--- src/rtl/lsu.sv ---
// Load/store unit: one request/ack transaction per access on the data-memory
// port, with byte-lane enables, store replication and load extension.
module lsu #(
  parameter int width = 32
) (
  input  logic             clk,
  input  logic             reset,
  input  logic             memRead,
  input  logic             memWrite,
  input  logic [2:0]       func3,
  input  logic [width-1:0] aluResult,
  input  logic [width-1:0] storeData,
  output logic             stall,
  output logic [width-1:0] loadData,
  output logic             loadValid,
  output logic             memFault,
  output logic             dmemReq,
  output logic             dmemWe,
  output logic [width-1:0] dmemAddr,
  output logic [3:0]       dmemBe,
  output logic [width-1:0] dmemWdata,
  input  logic [width-1:0] dmemRdata,
  input  logic             dmemAck,
  output logic [1:0]       dbg_state
);

  typedef enum logic [1:0] {
    IDLE = 2'd0,
    REQ  = 2'd1,
    DONE = 2'd2,
    ERR  = 2'd3
  } state_t;

  // Handshake: dmemReq stays high with address/enables/data frozen until the
  // cycle dmemAck is sampled high; dmemAck outside REQ has no effect.
  state_t           state, state_n;
  logic             access, illegal;
  logic [3:0]       be_n;
  logic [width-1:0] wdata_n;
  logic [1:0]       off_q;
  logic [2:0]       f3_q;
  logic [width-1:0] rdata_q;
  logic [width-1:0] lane;

  assign access    = memRead | memWrite;
  assign dbg_state = state;

  always_comb begin
    illegal = 1'b0;
    if (memRead && memWrite) illegal = 1'b1;
    if (memRead && (func3 == 3'd3 || func3 == 3'd6 || func3 == 3'd7)) illegal = 1'b1;
    if (memWrite && func3 > 3'd2) illegal = 1'b1;
    if (func3[1:0] == 2'd1 && aluResult[0]) illegal = 1'b1;
    if (func3[1:0] == 2'd2 && aluResult[1:0] != 2'b00) illegal = 1'b1;
  end

  always_comb begin
    be_n    = 4'b1111;
    wdata_n = storeData;
    case (func3[1:0])
      2'd0: begin
        be_n    = 4'b0001 << aluResult[1:0];
        wdata_n = {4{storeData[7:0]}};
      end
      2'd1: begin
        be_n    = aluResult[1] ? 4'b1100 : 4'b0011;
        wdata_n = {2{storeData[15:0]}};
      end
      default: begin
        be_n    = 4'b1111;
        wdata_n = storeData;
      end
    endcase
  end

  always_comb begin
    state_n = state;
    case (state)
      IDLE: if (access) state_n = illegal ? ERR : REQ;
      REQ:  if (dmemAck) state_n = DONE;
      DONE: state_n = IDLE;
      ERR:  state_n = IDLE;
      default: state_n = IDLE;
    endcase
  end

  always_ff @(posedge clk) begin
    if (reset) begin
      state     <= IDLE;
      dmemAddr  <= '0;
      dmemWe    <= 1'b0;
      dmemBe    <= 4'b0000;
      dmemWdata <= '0;
      off_q     <= 2'b00;
      f3_q      <= 3'b000;
      rdata_q   <= '0;
    end else begin
      state <= state_n;
      if (state == IDLE && access && !illegal) begin
        dmemAddr  <= {aluResult[width-1:2], 2'b00};
        dmemWe    <= memWrite;
        dmemBe    <= be_n;
        dmemWdata <= wdata_n;
        off_q     <= aluResult[1:0];
        f3_q      <= func3;
      end
      if (state == REQ && dmemAck && !dmemWe) rdata_q <= dmemRdata;
    end
  end

  // Shift the addressed lane down to bit 0 before extending.
  assign lane = rdata_q >> {off_q, 3'b000};

  always_comb begin
    stall     = !reset && ((state == IDLE && access) || state == REQ);
    dmemReq   = (state == REQ);
    memFault  = (state == ERR);
    loadValid = (state == DONE) && !dmemWe;
    loadData  = '0;
    if (loadValid) begin
      case (f3_q)
        3'd0:    loadData = {{(width-8){lane[7]}}, lane[7:0]};
        3'd1:    loadData = {{(width-16){lane[15]}}, lane[15:0]};
        3'd4:    loadData = {{(width-8){1'b0}}, lane[7:0]};
        3'd5:    loadData = {{(width-16){1'b0}}, lane[15:0]};
        default: loadData = lane;
      endcase
    end
  end

endmodule

--- config.mk ---
export PLATFORM = sky130hd
export DESIGN_NAME = lsu
export DESIGN_NICKNAME = d
export VERILOG_FILES = /design/src/rtl/lsu.sv
export SDC_FILE = /design/constraint.sdc
export NUM_CORES = 1
export LEC_CHECK = 0
export ABC_CLOCK_PERIOD_IN_PS = 2300
export CORE_MARGIN = 3
export CORE_UTILIZATION = 44
export CTS_BUF_LIST = sky130_fd_sc_hd__clkbuf_8
export CTS_CLUSTER_DIAMETER = 100
export CTS_CLUSTER_SIZE = 30
export DETAILED_ROUTE_END_ITERATION = 16
export PLACE_DENSITY = 0.84
export SLEW_MARGIN = 20
export SYNTH_ARGS = -nofsm -noshare
export SYNTH_HDL_FRONTEND = slang
export SYNTH_SLANG_ARGS = --single-unit
export TNS_END_PERCENT = 20
--- constraint.sdc ---
create_clock -name clk -period 2.3 [get_ports clk]
set_clock_uncertainty 0.15 [all_clocks]
set_input_delay 0.46 -clock clk [delete_from_list [all_inputs] [get_ports clk]]
set_output_delay 0.46 -clock clk [all_outputs]
set_load 0.01 [all_outputs]
==> results_dict.tcl <==
set metrics [dict create \
    synth_edf_count 0 \
    clock.fmax_ghz 0.371 \
    wire_per_inst_um 17.7 \
    layout_setup_ws_ps -393 \
    globalplace.congestion 0.944 \
    post_synth_num_cell_types 39 \
    max_slew.worst_pin.slew_ps 546 \
    initial_utilization 0.455 \
    postCtsHoldBufs 0 \
    yosysTopAreaCell "dfxtp_1" \
    global_route_wire_length_before_repair_mm 27.9 \
    timing.final.max_slew_violations 0 \
    drt_wl_total_mm 17.7 \
    grt_start_max_net_pins 54 \
    vdd.ir_drop.worst_v 0.000386 \
    p_total_w 0.00426 \
    grt_overflow 0 \
    power_per_cell_area_mw_per_mm2 555 \
    endpoint_kind "primary output" \
    detailed_router_iteration_count_before_antenna_repair 6 \
    grt_antenna_before_repair 0 \
    insertedDiodeCount 0 \
    vias 5690 \
    nets 958 \
    areaGrowthSynthToFinish_pct 53.5 \
    ys.flop_type "dfxtp_1" \
    cap_viol_max_count 0 \
    core-area_mm2 0.0110 \
    finalHoldViolCount 0 \
    cts_tree "done" \
    clock_slew_seen_by_the_registers_of_the_worst_setup_and_hold_paths_ps 100 \
    critical_path_arrival_ps 2080 \
    holdCritPathClass "in -> reg" \
    synth.yosys.warnings 0 \
    instance_count_of_the_mapped_netlist 644 \
    synth.yosys.seq_area_share 0.424 \
    die_w_um 113 \
    postLayoutCellArea_mm2 0.00767 \
    cts.root.buffer_cell "clkbuf_8" \
    post-dp-hpwl_mm 12.7 \
    timing.critical_path.from_type "register" \
    mappedNetlistArea_mm2 0.00500 \
    synth_top_cell_area_share 0.424 \
    cts-htree-levels 3 \
    rsz0062_at_grt "yes" \
    setup_viol 32 \
    finalCritPeriodShare 1.17 \
    cp-startpoint "dbg_state[1]$_SDFFE_PP0P_" \
    critical_path.reg2reg.startpoint "dbg_state[1]$_SDFFE_PP0P_" \
    synth.ff_latch_count 106 \
    violations_in_the_final_reports "negative setup slack" \
    drt_iter0_drc 418 \
    clock_latency_ps 380 \
    gr-usage-all-layers 0.269 \
    floorplan.die.height_um 113 \
    synth.area.top_cells "dfxtp_1, a21oi_1, nand2_1, o21ai_0, mux2i_1" \
    asyncSetResetFlopFracSynth 0 \
    ios 211 \
    route.detailed.drc 0 \
    ant_nets 0 \
    post_synth.cell_area_avg_um2 7.76 \
    numPortBuffers 208 \
    viasPerCell 5.70 \
    crit_fanout 8 \
    fin_crit_ps 2690 \
    path_class "reg -> out" \
    number_of_cts_inserted_buffers 9 \
    rows 38 \
    cts.path.max_buffers 2 \
    max-slew-margin-rel 0.636 \
    required_ps 1690 \
    holdCritStartpoint "reset" \
    die_area_mm2 0.0127 \
    placed_area_mm2 0.00745 \
    first_global_vias 5496 \
    cts_num_sinks 106 \
    power.leakage_nw 2.88 \
    drive_gt1_frac 0.133 \
    status "finished, violations left" \
]
## cell usage in the layout (no fill, tap or decap), types with 2 or more instances in the layout
cell type and instances:
clkdlybuf4s50_1 175, nand2_1 106, dfxtp_1 104, a21oi_1 101
o21ai_0 73, buf_4 47, nand3_1 44, mux2i_1 30
a211oi_1 30, nor2_1 19, buf_2 17, clkbuf_8 9
nor2b_1 8, nand4_1 8, a311oi_1 8, dlygate4sd2_1 8
buf_12 7, inv_1 4, o21ai_1 4, a211oi_2 4
dlymetal6s2s_1 4, nand3b_1 3, o21ai_2 3, nand2b_1 3
and2_1 3, inv_6 3, a211o_4 2, nor3_1 2
conb_1 2, clkinv_4 2, dfxtp_2 2, buf_6 2
## layout make-up
type	instances	area (um^2)
Fill cell	855	3310
Inverter	4	15.0
Clock inverter	7	60.1
Clock buffer	9	124
Timing Repair Buffer	262	2490
Multi-Input combinational cell	471	2690
Sequential cell	106	2120
Tap cell	140	175
## metrics by stage
| stage | TNS (ps) | hold slack (ps) | setup WS (ps) | std cells | util |
|---|---|---|---|---|---|
| after CTS | -12760 | 249 | -476 | 998 | 0.694 |
| final | -8750 | 267 | -393 | 999 | 0.699 |
| after floorplan | 0 | 282 | 57.3 | 645 | - |
| after global routing | -10910 | 256 | -452 | 999 | 0.699 |
| after global placement | -10050 | 294 | -417 | 981 | 0.679 |
| after detailed placement | -14290 | 310 | -525 | 981 | 0.679 |
## worst max-delay path: stages (launching register included)
cell	delay, ps
dfxtp_2	350
or3b_4	390
or3_4	370
a211o_4	340
o21ai_0	90
buf_2	160
## registers in the layout, indices dropped and copies added, names as in the netlist
register and flops:
dmemWdata 32, dbg_state 2, dmemAddr 30, off_q 2
f3_q 3, rdata_q 32, dmemWe 1, dmemBe 4
## final timing paths
path                                 to  slack (ps)  cells past startpoint
max                        loadData[21]        -390                      5
min           dbg_state[1]$_SDFFE_PP0P_         270                      4
max reg2reg   dmemWdata[8]$_SDFFE_PP0P_         510                      6
min reg2reg  dmemWdata[29]$_SDFFE_PP0P_         320                      2
## metal layers
metal / share of wire / global-route usage
met1: 0.38 / 0.319
met2: 0.49 / 0.461
met3: 0.087 / 0.0771
met4: 0.035 / 0.103
met5: 0 / 0
## power by group
part / internal (W) / total [W] / switching (W)
clock network: 0.000415 / 0.00111 / 0.000693
logic: 0.000574 / 0.00114 / 0.000562
registers: 0.00195 / 0.00202 / 0.0000721
total: 0.00294 / 0.00426 / 0.00133
## kinds of logic after synthesis
family                 after synthesis  share of synthesized area
buffers and inverters               69                     0.0586
DFF                                106                      0.424
AOI/OAI and AO/OA                  229                      0.259
and+or+nand+nor                    206                      0.189
other                                1                   0.000750
muxes                               33                     0.0686
## cell usage after synthesis, drive strengths merged, types with 2 or more instances
| cell type | n |
|---|---|
| nand2 | 107 |
| dfxtp | 106 |
| a21oi | 101 |
| o21ai | 80 |
| nand3 | 44 |
| clkbuf | 43 |
| a211oi | 34 |
| mux2i | 32 |
| buf | 22 |
| nor2 | 20 |
| a311oi | 8 |
| nand4 | 8 |
| nor2b | 8 |
| inv | 4 |
| and2 | 3 |
| nand2b | 3 |
| nand3b | 3 |
| nor3 | 2 |
## timing repair
action | CTS | global route
setup endpoints to repair | 35 | 35
cloned | 1 | 0
gates resized for setup | 95 | 25
pin swaps | 5 | 4
buffers inserted | 0 | 1
Power figures use the tool's default switching activity.
